<file path="config.mk">
export PLATFORM = sky130hd
export DESIGN_NAME = addsub_serial_nbits
export DESIGN_NICKNAME = d
export VERILOG_FILES = /design/src/rtl/addsub_serial_nbits.sv
export SDC_FILE = /design/constraint.sdc
export NUM_CORES = 1
export LEC_CHECK = 0
export CAP_MARGIN = 20
export CORE_UTILIZATION = 49
export DETAILED_ROUTE_END_ITERATION = 8
export PLACE_DENSITY = 0.77
export SLEW_MARGIN = 20
export SYNTH_ARGS = -nofsm -noshare
export SYNTH_HDL_FRONTEND = slang
export SYNTH_SLANG_ARGS = --single-unit
</file>
<file path="constraint.sdc">
create_clock -name clk_i -period 1.82 [get_ports clk_i]
set_input_delay 0.455 -clock clk_i [delete_from_list [all_inputs] [get_ports clk_i]]
set_output_delay 0.455 -clock clk_i [all_outputs]
set_load 0.1 [all_outputs]
</file>
<file path="src/rtl/addsub_serial_nbits.sv">
// ---------------------------------------------------------------------------
// addsub_serial_nbits
//   Digit-serial signed/unsigned adder/subtractor. Each BUSY cycle processes
//   `digit` bits, LSB first, so a `width`-bit operation takes width/digit
//   cycles. Operands come in and the result goes out on valid/ready
//   handshakes.
//
// Optional feature macro:
//   ADDSUB_SATURATE_EN - when defined, s_o is clamped to the signed limit in
//                        DONE if signed overflow occurred.
//
// Parameters:
//   width   operand/result width (>= 1)
//   digit   bits processed per cycle (1..width, must divide width)
//
// Ports:
//   clk_i    clock, rising edge
//   rst_ni   asynchronous active-low reset
//   valid_i  operands valid          ready_o  block can accept operands
//   a_i      operand A               b_i      operand B
//   sub_i    0: A+B, 1: A-B
//   valid_o  result valid            ready_i  downstream accepts result
//   s_o      sum / difference
//   cout_o   carry out (for subtraction 1 = no borrow)
//   ovf_o    two's-complement signed overflow
// ---------------------------------------------------------------------------
module addsub_serial_nbits #(
    parameter int width = 8,
    parameter int digit = 2
) (
    input  logic             clk_i,
    input  logic             rst_ni,
    input  logic             valid_i,
    output logic             ready_o,
    input  logic [width-1:0] a_i,
    input  logic [width-1:0] b_i,
    input  logic             sub_i,
    output logic             valid_o,
    input  logic             ready_i,
    output logic [width-1:0] s_o,
    output logic             cout_o,
    output logic             ovf_o
);

    localparam int N     = (digit > 0) ? width / digit : 1;
    localparam int CNT_W = $clog2(N + 1);

    if (width < 1 || digit < 1 || digit > width || (width % digit) != 0) begin : g_bad_param
        $error("addsub_serial_nbits: need 1 <= digit <= width and width %% digit == 0");
    end

    typedef enum logic [1:0] {
        IDLE = 2'd0,
        BUSY = 2'd1,
        DONE = 2'd2
    } state_t;

    state_t             state_q, state_d;
    logic [CNT_W-1:0]   cnt_q;
    logic [width-1:0]   a_q, b_q, s_q;
    logic               carry_q, ovf_q;

    logic               accept, step, last, finish;
    logic [digit:0]     sum;
    logic [width+digit-1:0] s_ext;

    assign accept = (state_q == IDLE) && valid_i;
    assign step   = (state_q == BUSY);
    assign last   = (cnt_q == CNT_W'(N - 1));
    assign finish = (state_q == DONE) && ready_i;

    // One digit of the ripple: low digit of A and B' plus incoming carry.
    assign sum   = {1'b0, a_q[digit-1:0]} + {1'b0, b_q[digit-1:0]} + {{digit{1'b0}}, carry_q};
    // New digit enters at the MSB end; written as a wide concat so that
    // digit == width needs no special case.
    assign s_ext = {sum[digit-1:0], s_q};

    // ---------------- FSM ----------------
    always_ff @(posedge clk_i or negedge rst_ni) begin
        if (!rst_ni) state_q <= IDLE;
        else         state_q <= state_d;
    end

    always_comb begin
        state_d = state_q;
        case (state_q)
            IDLE:    if (accept)        state_d = BUSY;
            BUSY:    if (last)          state_d = DONE;
            DONE:    if (finish)        state_d = IDLE;
            default:                    state_d = IDLE;
        endcase
    end

    // ---------------- datapath ----------------
    always_ff @(posedge clk_i or negedge rst_ni) begin
        if (!rst_ni) begin
            cnt_q   <= '0;
            a_q     <= '0;
            b_q     <= '0;
            s_q     <= '0;
            carry_q <= 1'b0;
            ovf_q   <= 1'b0;
        end else if (accept) begin
            cnt_q   <= '0;
            a_q     <= a_i;
            b_q     <= sub_i ? ~b_i : b_i;
            carry_q <= sub_i;        // +1 completes the two's complement of B
            ovf_q   <= 1'b0;
        end else if (step) begin
            cnt_q   <= cnt_q + 1'b1;
            a_q     <= a_q >> digit;
            b_q     <= b_q >> digit;
            s_q     <= s_ext[width+digit-1:digit];
            carry_q <= sum[digit];
            // In the last step the operand MSBs sit at bit digit-1.
            if (last)
                ovf_q <= (a_q[digit-1] == b_q[digit-1]) && (sum[digit-1] != a_q[digit-1]);
        end
    end

    assign ready_o = (state_q == IDLE);
    assign valid_o = (state_q == DONE);
    assign cout_o  = carry_q;
    assign ovf_o   = ovf_q;

`ifdef ADDSUB_SATURATE_EN
    // On overflow the wrapped sum has the wrong sign, so its MSB tells the
    // overflow direction: MSB=1 means positive overflow -> 0x7F..,
    // MSB=0 means negative overflow -> 0x80..
    logic [width-1:0] s_sat;
    always_comb begin
        s_sat = s_q;
        if (state_q == DONE && ovf_q) begin
            for (int i = 0; i < width - 1; i++) s_sat[i] = s_q[width-1];
            s_sat[width-1] = ~s_q[width-1];
        end
    end
    assign s_o = s_sat;
`else
    assign s_o = s_q;
`endif

endmodule

</file>
==> impl_results.md, run 1 <==
* Clk buf depth at 2
* Vias in the first global route at around 1100
* Buf/Inv on CP at 1
* R2r endpoint: ovf_o$_DFFE_PN0P_
* GRT Total Usage at 0.206
* R2R depth at 5
* Htree depth at 2
* Unrepaired setup endpoints after global routing: yes
* Layout cells sized above 1 at 0.182
* IO Count at 33
* TritonCTS clock tree: done
* CTS buffer count at 5
* Nets at between 200 and 250
* Final setup viols at 0
* Row count at 19
* Syn nets at 180
* Hold_buf cts at 0
* Slowest cell on crit path: fa_1
* Critical Path AT at approximately 2000 ps
* Layout area overhead at 35.0%
* Clock transition at path regs at 90 ps
* Number of synthesized flops with an enable pin at 0
* Delay-heaviest family, CP: adder cells
* Outcome: finished, violations left
* Relative max-transition margin at 0.605
* Via density at approximately 5.3
* Detailed router's first-iteration violation count at 64
* Via Count at about 1200
* MaxCap Viol Count at 0
* DR WL/cell at around 13 um
* Synthesized area per cell at between 9 and 10 um2
* Final min period at 1760 ps
* Pins over their slew limit at 0
* First-pass GRT wire length at 4.97 mm
* Layout Skew at between 9 and 10 ps
* Fmax achieved at 0.569 GHz
* Initial antenna violation count at 0
* Routability cong. at 0.763
* Cells after Synth at ~150
* Hold Crit Start: a_q[4]$_DFFE_PN0P_
* Die H at ~57 um
* HPWL Detailed at approximately 2.2 mm
* WP data required at about 2100 ps
* Fin cells at 223
* Final ANT Viol Nets at 0
* Failing checks: design-rule violations
* Worst Max-Slew Pin Slew at between 500 and 600 ps
* Yosys cell types at 25
* Synth Warn # at 0
* Sequential fraction of the synthesis area at 0.521
* Initial Utilization at 0.530
* First-pass DRT Iterations at 6
* Clock sinks at 31
* DRC at 4
* Post-Syn Area at between 0.001 and 0.0015 mm2
* Post-CTS setup repair buffer count at 0
* Setup crit end kind: flip-flop
* #FFs+latches synth at 31
* Most used DFF post-synth: dfrtp_1
* Ys async rst share at 1.00
* Fin. Hold Viols at 0
* Crit Path Max Fanout at 2
* Crit-path cells: inv_2, fa_2, fa_1, xor2_1, o31ai_1
* CP startpoint: b_q[0]$_DFFE_PN0P_
* Die ar. at 0.00326 mm2
* Die width at roughly 57 um
* R2R Setup Slk at approximately 63 ps
* Final period util at 0.965
* CORE AREA at 0.00281 mm2
* Critical path class: flip-flop to flip-flop
* # resized after CTS at 0
* Worst hold endpoint: a_q[4]$_DFFE_PN0P_
* FF-to-FF Start: b_q[0]$_DFFE_PN0P_
* Clk root buf: clkbuf_4
* Worst hold path class: flip-flop to flip-flop
* Final core occ at 0.716
* Placed instance count at 215
* Hold depth at 2
* Port buffer count at 32
* CP max stage delay at around 480 ps
* Type of origin of the critical path: flip-flop
* Routed wire length at 2.94 mm
* Antenna cells at 0
* Total global routing overflow at 0
* Largest net degree at the start of global routing at 32
* Clk_lat worst skew at 330 ps
## synthesized netlist by cell type (all sizes together) (2+ instances only)
master,number,share of area
fa,2,0.027
nor2,8,0.020
inv,7,0.018
a31oi,5,0.021
a221o,2,0.013
o21ai,8,0.032
buf,9,0.048
ha,3,0.025
nand3,7,0.024
xnor2,3,0.018
xor2,6,0.035
dfrtp,31,0.52
a22oi,6,0.030
nand2b,2,0.0084
nand2,49,0.12
## registers in the layout, indices dropped and copies added, names as in the netlist
name	flops
b_q	8
cout_o	1
cnt_q	3
a_q	8
ovf_o	1
s_o	8
state_q	2
## layer usage
metal / vias to the layer above / share of wire / GRT usage
met2: 37 / 0.51 / 0.365
met4: 0 / 0.017 / 0.0627
li1: 573 / - / -
met1: 570 / 0.41 / 0.238
met3: 6 / 0.055 / 0.0680
met5: - / 0 / 0
## how the worst max path moves through the flow
stage,to,depth (start not counted)
4_1_cts,ovf_o$_DFFE_PN0P_,5
3_3_place_gp,b_q[2]$_DFFE_PN0P_,4
5_1_grt,ovf_o$_DFFE_PN0P_,5
6_report,ovf_o$_DFFE_PN0P_,5
2_1_floorplan,ovf_o$_DFFE_PN0P_,5
3_5_place_dp,b_q[2]$_DFFE_PN0P_,4
## per-stage QoR
| step | worst slack [ps] | TNS, ps | area (um2) | hold slack (ps) |
|---|---|---|---|---|
| floorplan | -168 | -168 | 1490 | 159 |
| global placement | 49.5 | 0 | 1950 | 458 |
| detailed placement | -41.0 | -138 | 1950 | 468 |
| CTS | 9.49 | 0 | 2000 | 491 |
| global route | -37.2 | -37.2 | 2010 | 515 |
| finish | 63.1 | 0 | 2010 | 492 |
## logic make-up (layout without fill, tap and decap cells)
| logic type | count (synthesis) | in the layout | share of synthesized area |
|---|---|---|---|
| DFF | 31 | 31 | 0.521 |
| xor gates and xnor gates | 9 | 9 | 0.0530 |
| adders and majority gates | 5 | 5 | 0.0521 |
| buffers and inverters | 16 | 54 | 0.0656 |
| and+or+nand+nor | 70 | 70 | 0.201 |
| AOI/OAI and AO/OA | 23 | 23 | 0.107 |
## worst register-to-register path: cells and delay by family (launching register included)
family	cells	cell delay [ps]
fa+ha+maj	2	870
flops	1	370
compound gates	1	220
xor+xnor	1	160
buf+inv	1	50
## final cells by class
class	count	area, um2
inverters	7	26.3
multi-input cells	107	619
clock buffers	7	45.0
flip-flops and latches	31	781
repair buffers	39	493
clock inverters	1	5.00
fillers	221	797
well taps	31	38.8
## cell usage in the layout, fill, tap and decap left out, types with 2 or more instances in the layout
master / n
nand2_1: 49
dfrtp_1: 29
clkdlybuf4s50_1: 20
buf_12: 12
nand3_1: 7
nor2_1: 7
buf_4: 7
xor2_1: 6
a22oi_1: 6
inv_1: 5
o21ai_0: 5
a31oi_1: 5
clkbuf_4: 5
xnor2_1: 3
ha_1: 3
nand2b_1: 2
inv_2: 2
o21ai_2: 2
a221o_1: 2
clkbuf_1: 2
Power of run 1 is left out: the tool's default activity adds up to more than one toggle a clock period on the data nets, which glitch-free logic cannot reach.
==> run 2, diff against run 1 <==
--- a/config.mk
+++ b/config.mk
@@ -5,10 +5,11 @@
 export SDC_FILE = /design/constraint.sdc
 export NUM_CORES = 1
 export LEC_CHECK = 0
+export ABC_AREA = 1
 export CAP_MARGIN = 20
-export CORE_UTILIZATION = 49
+export CORE_UTILIZATION = 50
 export DETAILED_ROUTE_END_ITERATION = 8
-export PLACE_DENSITY = 0.77
+export PLACE_DENSITY = 0.78
 export SLEW_MARGIN = 20
 export SYNTH_ARGS = -nofsm -noshare
 export SYNTH_HDL_FRONTEND = slang
==> impl_results.md, run 2 <==
* Outcome: finished, violations left (unchanged)
* Failing checks: design-rule violations (unchanged)
* Yosys cell types at 18 (was 25)
* Routability cong. at 0.773 (was 0.763)
* Die width at 57.3 um (was 57.1 um)
* Fin. Hold Viols at 0 (unchanged)
* Type of origin of the critical path: flip-flop (unchanged)
* Count leader, synth: nand2_1 (unchanged)
* Port buffer count at 32 (unchanged)
* Top cells by area, synth: dfrtp_1 (51%), nand2_1 (24%), nand3_1 (4.9%) (was dfrtp_1 (52%), nand2_1 (12%), xor2_1 (3.5%))
* Hold Crit Start: cnt_q[1]$_DFFE_PN0P_ (was a_q[4]$_DFFE_PN0P_)
* Critical path class: flip-flop to flip-flop (unchanged)
* Total global routing overflow at 0 (unchanged)
* Synth top area share at 0.507 (was 0.521)
* Synth Warn # at 0 (unchanged)
* Layout Skew at 6.07 ps (was 9.63 ps)
* Worst hold path class: flip-flop to flip-flop (unchanged)
* WP data required at 2090 ps (was 2070 ps)
* Final ANT Viol Nets at 0 (unchanged)
* Die H at 57.3 um (was 57.1 um)
* Final core occ at 0.766 (was 0.716)
* Initial Utilization at 0.541 (was 0.530)
* R2R depth at 7 (was 5)
* Final setup viols at 0 (unchanged)
* Via density at 5.15 (was 5.32)
* Sequential fraction of the synthesis area at 0.507 (was 0.521)
* Fmax achieved at 0.566 GHz (was 0.569 GHz)
* First-pass GRT wire length at 5.71 mm (was 4.97 mm)
* Hold_buf cts at 0 (unchanged)
* Synth area leader: dfrtp_1 (unchanged)
* Die ar. at 0.00329 mm2 (was 0.00326 mm2)
* CTS buffer count at 5 (unchanged)
* Htree depth at 2 (unchanged)
* Antenna cells at 0 (unchanged)
* Layout cells sized above 1 at 0.172 (was 0.182)
* First-pass DRT Iterations at 8 (was 6)
* Synthesized area per cell at 7.81 um2 (was 9.66 um2)
* Setup crit end kind: flip-flop (unchanged)
* Worst Max-Slew Pin Slew at 404 ps (was 592 ps)
* Pwr Density at between 2000 and 2500 mW/mm2
* Clock transition at path regs at 100 ps (was 90 ps)
* R2R Setup Slk at 50 ps (was 60 ps)
* Largest net degree at the start of global routing at 32 (unchanged)
* HPWL Detailed at 2.45 mm (was 2.17 mm)
* Clk root buf: clkbuf_4 (unchanged)
* FF-to-FF Start: b_q[0]$_DFFE_PN0P_ (unchanged)
* Commonest non-fill, non-tap cell in the layout: nand2_1 (unchanged)
* DR WL/cell at 12.6 um (was 13.2 um)
* Row count at 19 (unchanged)
* Final min period at 1770 ps (was 1760 ps)
* Cells after Synth at 196 (was 154)
* Layout area overhead at 41.4% (was 35.0%)
* Worst VDD drop at around 1 mV
* Nets at 263 (was 217)
* Crit Path Max Fanout at 2 (unchanged)
* Clk buf depth at 2 (unchanged)
* Worst hold endpoint: cnt_q[1]$_DFFE_PN0P_ (was a_q[4]$_DFFE_PN0P_)
* Ys async rst share at 1.00 (unchanged)
* R2r endpoint: ovf_o$_DFFE_PN0P_ (unchanged)
* Via Count at 1385 (was 1186)
* CORE AREA at 0.00283 mm2 (was 0.00281 mm2)
* Detailed router's first-iteration violation count at 56 (was 64)
* Clk_lat worst skew at 330 ps (about the same)
* #FFs+latches synth at 31 (unchanged)
* Relative max-transition margin at 0.731 (was 0.605)
* Pins over their slew limit at 0 (unchanged)
* Most used DFF post-synth: dfrtp_1 (unchanged)
* TritonCTS clock tree: done (unchanged)
* Final period util at 0.971 (was 0.965)
* Routed wire length at 3.38 mm (was 2.94 mm)
* MaxCap Viol Count at 0 (unchanged)
* Most frequent cells in the layout: nand2_1 (96), dfrtp_1 (30), clkdlybuf4s50_1 (20) (was nand2_1 (49), dfrtp_1 (29), clkdlybuf4s50_1 (20))
* Initial antenna violation count at 0 (unchanged)
* Clock sinks at 31 (unchanged)
* DRC at 2 (was 4)
* Vias in the first global route at 1394 (was 1123)
* GRT Total Usage at 0.232 (was 0.206)
* Number of synthesized flops with an enable pin at 0 (unchanged)
* Syn nets at 222 (was 180)
* Critical Path AT at 2040 ps (was 2000 ps)
* Final Power at 4.44 mW
* Hold depth at 2 (unchanged)
* IO Count at 33 (unchanged)
* Post-Syn Area at 0.00153 mm2 (was 0.00149 mm2)
* Setup_tns at 0 ps (unchanged)
* Most common library cells after synthesis: nand2_1 (96), dfrtp_1 (31), inv_1 (18) (was nand2_1 (49), dfrtp_1 (31), nor2_1 (8))
* LEAKAGE at 1.10 nW
-- run 2: cell count changes after synthesis, sizes merged, moves of 4 or more --
| cell | delta |
|---|---|
| a22oi | -6 |
| a31oi | -5 |
| inv | +12 |
| nand2 | +47 |
| nand3 | +8 |
| o21ai | +4 |
| xor2 | -6 |
-- run 2: worst max path at each step --
stage                             from                end  cells after the start
global route        b_q[0]$_DFFE_PN0P_  ovf_o$_DFFE_PN0P_                      7
global placement    b_q[0]$_DFFE_PN0P_  ovf_o$_DFFE_PN0P_                      6
finish              b_q[0]$_DFFE_PN0P_  ovf_o$_DFFE_PN0P_                      7
CTS                 cout_o$_DFFE_PN0P_  ovf_o$_DFFE_PN0P_                      7
floorplan           cout_o$_DFFE_PN0P_  ovf_o$_DFFE_PN0P_                      6
detailed placement  b_q[0]$_DFFE_PN0P_  ovf_o$_DFFE_PN0P_                      6
-- run 2: kinds of logic after synthesis --
family	Yosys count	share of synthesized area
compound gates	14	0.0474
xor+xnor	2	0.0114
fa+ha+maj	5	0.0507
buf+inv	26	0.0727
flops	31	0.507
simple gates	118	0.311
-- run 2: layout make-up --
type / count / area [um2]
tap: 31 / 38.8
inverter: 19 / 71.3
sequential: 31 / 779
clock buffer: 6 / 51.3
clock inverter: 2 / 35.0
fill: 208 / 663
multi-input combinational: 139 / 666
timing repair buffer: 41 / 524
-- run 2: through the flow --
stage	std cells	setup WS, ps	hold slack, ps	cell area (um2)
final	269	51.9	501	2170
after global routing	269	-25.3	520	2170
after detailed placement	260	-3.38	474	2060
after CTS	269	5.00	500	2160
after global placement	260	69.9	459	2060
after floorplan	196	-160	159	1550
-- run 2: layer usage --
layer  share of wire  vias up  track usage
met4           0.010        0       0.0941
li1                -      680            -
met1            0.39      644        0.254
met3           0.064        5       0.0816
met5               0        -            0
met2            0.54       56        0.409
-- run 2: power breakdown --
group / leakage, nW / switching, mW / internal, mW / total [mW]
clock: 0.0482 / 0.240 / 0.325 / 0.565
combinational: 0.656 / 1.63 / 0.977 / 2.61
sequential: 0.395 / 0.269 / 0.994 / 1.26
total: 1.10 / 2.14 / 2.30 / 4.44
-- run 2: worst max-delay path, stage by stage, from the launching register on --
cell and delay, ps:
dfrtp_1 380, inv_2 50, fa_2 380, fa_1 490, buf_6 150, a21oi_2 120
nand3_2 90, nand2_1 60
-- run 2: repair_timing --
item	CTS	global route
setup buffers	1	0
pin swaps	3	5
cloned	0	0
resized for setup	2	3
setup endpoints to repair	1	2
Power figures use the tool's default switching activity.
==> run 3, diff against run 2 <==
--- a/config.mk
+++ b/config.mk
@@ -10,6 +10,7 @@
 export CORE_UTILIZATION = 50
 export DETAILED_ROUTE_END_ITERATION = 8
 export PLACE_DENSITY = 0.78
+export SETUP_SLACK_MARGIN = 0.2
 export SLEW_MARGIN = 20
 export SYNTH_ARGS = -nofsm -noshare
 export SYNTH_HDL_FRONTEND = slang
==> constraint.sdc (replaced) <==
create_clock -name clk_i -period 1.82 [get_ports clk_i]
set_input_delay 0.455 -clock clk_i [delete_from_list [all_inputs] [get_ports clk_i]]
set_output_delay 0.455 -clock clk_i [all_outputs]
set_load 0.005 [all_outputs]
==> impl_results.md, run 3 (synthesis results as in run 2) <==
* Setup_tns at 0 ps (unchanged)
* Relative max-transition margin at 0.705 (was 0.731)
* Largest net degree at the start of global routing at 32 (unchanged)
* CORE AREA at 0.00283 mm2 (unchanged)
* Worst VDD drop at 0.782 mV (was 0.993 mV)
* R2R Setup Slk at 100 ps (was 50 ps)
* Initial antenna violation count at 0 (unchanged)
* Placed Area at 0.00191 mm2 (was 0.00206 mm2)
* Type of origin of the critical path: flip-flop (unchanged)
* First-pass DRT Iterations at 4 (was 8)
* Slowest cell on crit path: fa_2 (was fa_1)
* Row count at 19 (unchanged)
* Layout cells sized above 1 at 0.140 (was 0.172)
* Fillcell total at 234 (was 208)
* Fin area at 0.00204 mm2 (was 0.00217 mm2)
* CTS buffer count at 5 (unchanged)
* Most frequent cells in the layout: nand2_1 (96), dfrtp_1 (31), clkdlybuf4s50_1 (20) (was nand2_1 (96), dfrtp_1 (30), clkdlybuf4s50_1 (20))
* Detailed router's first-iteration violation count at 51 (was 56)
* R2r endpoint: ovf_o$_DFFE_PN0P_ (unchanged)
* Clock sinks at 31 (unchanged)
* Pwr Density at 1560 mW/mm2 (was 2050 mW/mm2)
* Final period util at 0.944 (was 0.971)
* Outcome: completed (was finished, violations left)
* First-pass GRT wire length at 5.64 mm (was 5.71 mm)
* Commonest non-fill, non-tap cell in the layout: nand2_1 (unchanged)
* Placed instance count at 258 (was 260)
* Worst Max-Slew Pin Slew at 442 ps (was 404 ps)
* Vias in the first global route at 1250 (was 1394)
* MaxCap Viol Count at 0 (unchanged)
* FF-to-FF Start: b_q[0]$_DFFE_PN0P_ (unchanged)
* GRT Total Usage at 0.232 (about the same)
* WHS at 489 ps (was 501 ps)
* TritonCTS clock tree: done (unchanged)
* Unrepaired setup endpoints after global routing: yes
* Crit Path Max Fanout at 3 (was 2)
* Critical Path AT at 1930 ps (was 2040 ps)
* Via density at 5.00 (was 5.15)
* Layout Skew at 7.19 ps (was 6.07 ps)
* Setup crit end kind: flip-flop (unchanged)
* Worst hold endpoint: a_q[7]$_DFFE_PN0P_ (was cnt_q[1]$_DFFE_PN0P_)
* R2R depth at 6 (was 7)
* Clk root buf: clkbuf_4 (unchanged)
* Die width at 57.3 um (unchanged)
* WP data required at 2040 ps (was 2090 ps)
* Clk buf depth at 2 (unchanged)
* Final min period at 1720 ps (was 1770 ps)
* Pins over their slew limit at 0 (unchanged)
* IO Count at 33 (unchanged)
* Crit-path cells: inv_2, fa_2, fa_2, or2_4, nand3_2, nand2_1 (was inv_2, fa_2, fa_1, buf_6, a21oi_2, nand3_2, nand2_1)
* Clock transition at path regs at 100 ps (about the same)
* Routability cong. at 0.797 (was 0.773)
* Final setup viols at 0 (unchanged)
* Area of the multi-input gates at 657 um2 (was 666 um2)
* LEAKAGE at 1.09 nW (was 1.10 nW)
* FF/Latch Area at 776 um2 (was 779 um2)
* Final ANT Viol Nets at 0 (unchanged)
* Layout area overhead at 33.0% (was 41.4%)
* Hold Crit Start: a_q[7]$_DFFE_PN0P_ (was cnt_q[1]$_DFFE_PN0P_)
* DRC at 0 (was 2)
* Die ar. at 0.00329 mm2 (unchanged)
* Fin. Hold Viols at 0 (unchanged)
* Port buffer count at 32 (unchanged)
* Fin cells at 274 (was 269)
* Most frequent CP cell: fa_2
* Htree depth at 2 (unchanged)
* Routed wire length at 3.36 mm (was 3.38 mm)
* Initial Utilization at 0.541 (unchanged)
* Fmax achieved at 0.582 GHz (was 0.566 GHz)
* CP max stage delay at 440 ps (was 490 ps)
* HPWL Detailed at 2.31 mm (was 2.45 mm)
* Antenna cells at 0 (unchanged)
* Via Count at 1370 (was 1385)
* Nets at 268 (was 263)
* Clk_lat worst skew at 330 ps (about the same)
* Critical path class: flip-flop to flip-flop (unchanged)
* Die H at 57.3 um (unchanged)
* DR WL/cell at 12.3 um (was 12.6 um)
* Worst hold path class: flip-flop to flip-flop (unchanged)
* Total global routing overflow at 0 (unchanged)
* Hold depth at 2 (unchanged)
## run 3: per-layer routing
layer / global-route usage / up-vias / share of wire
met5: 0 / - / 0
met4: 0.0836 / 0 / 0.0098
met3: 0.0544 / 5 / 0.044
met2: 0.407 / 32 / 0.53
met1: 0.277 / 642 / 0.42
li1: - / 691 / -
## run 3: critical path: cells and delay by family (launching register included)
family / cells / cell delay (ps)
fa+ha+maj: 2 / 820
flops: 1 / 380
simple gates: 3 / 350
buf+inv: 1 / 50
## run 3: layout make-up
type	instances	share of cell area
Clock buffer	6	0.0252
Multi-Input combinational cell	139	0.322
Inverter	19	0.0350
Timing Repair Buffer	46	0.200
Clock inverter	2	0.0172
Sequential cell	31	0.381
Tap cell	31	0.0190
## run 3: stage by stage
stage | setup slack, ps | utilization | power [mW]
floorplan | 132 | - | 2.03
global placement | 110 | 0.674 | 2.47
detailed placement | 51.7 | 0.674 | 2.56
CTS | 68.2 | 0.715 | 3.14
global route | 36.3 | 0.720 | 3.44
finish | 102 | 0.720 | 3.17
## run 3: how the worst max path moves through the flow
stage	depth (start not counted)	slack [ps]	end	startpoint
detailed placement	6	50	ovf_o$_DFFE_PN0P_	b_q[0]$_DFFE_PN0P_
CTS	6	70	ovf_o$_DFFE_PN0P_	b_q[0]$_DFFE_PN0P_
global route	6	40	ovf_o$_DFFE_PN0P_	b_q[0]$_DFFE_PN0P_
finish	6	100	ovf_o$_DFFE_PN0P_	b_q[0]$_DFFE_PN0P_
global placement	6	110	ovf_o$_DFFE_PN0P_	b_q[0]$_DFFE_PN0P_
floorplan	6	130	ovf_o$_DFFE_PN0P_	b_q[0]$_DFFE_PN0P_
## run 3: where the power goes
part	switching (mW)	total (mW)	internal (mW)
Clock	0.240	0.565	0.325
Combinational	0.792	1.43	0.640
Sequential	0.181	1.17	0.989
## run 3: what timing repair did
| action | 4_1_cts | 5_1_grt |
|---|---|---|
| resized for setup | 12 | 5 |
| setup endpoints to repair | 14 | 5 |
| hold buffers | 0 | 0 |
| pin swaps | 1 | 1 |
| setup buffers | 6 | 2 |
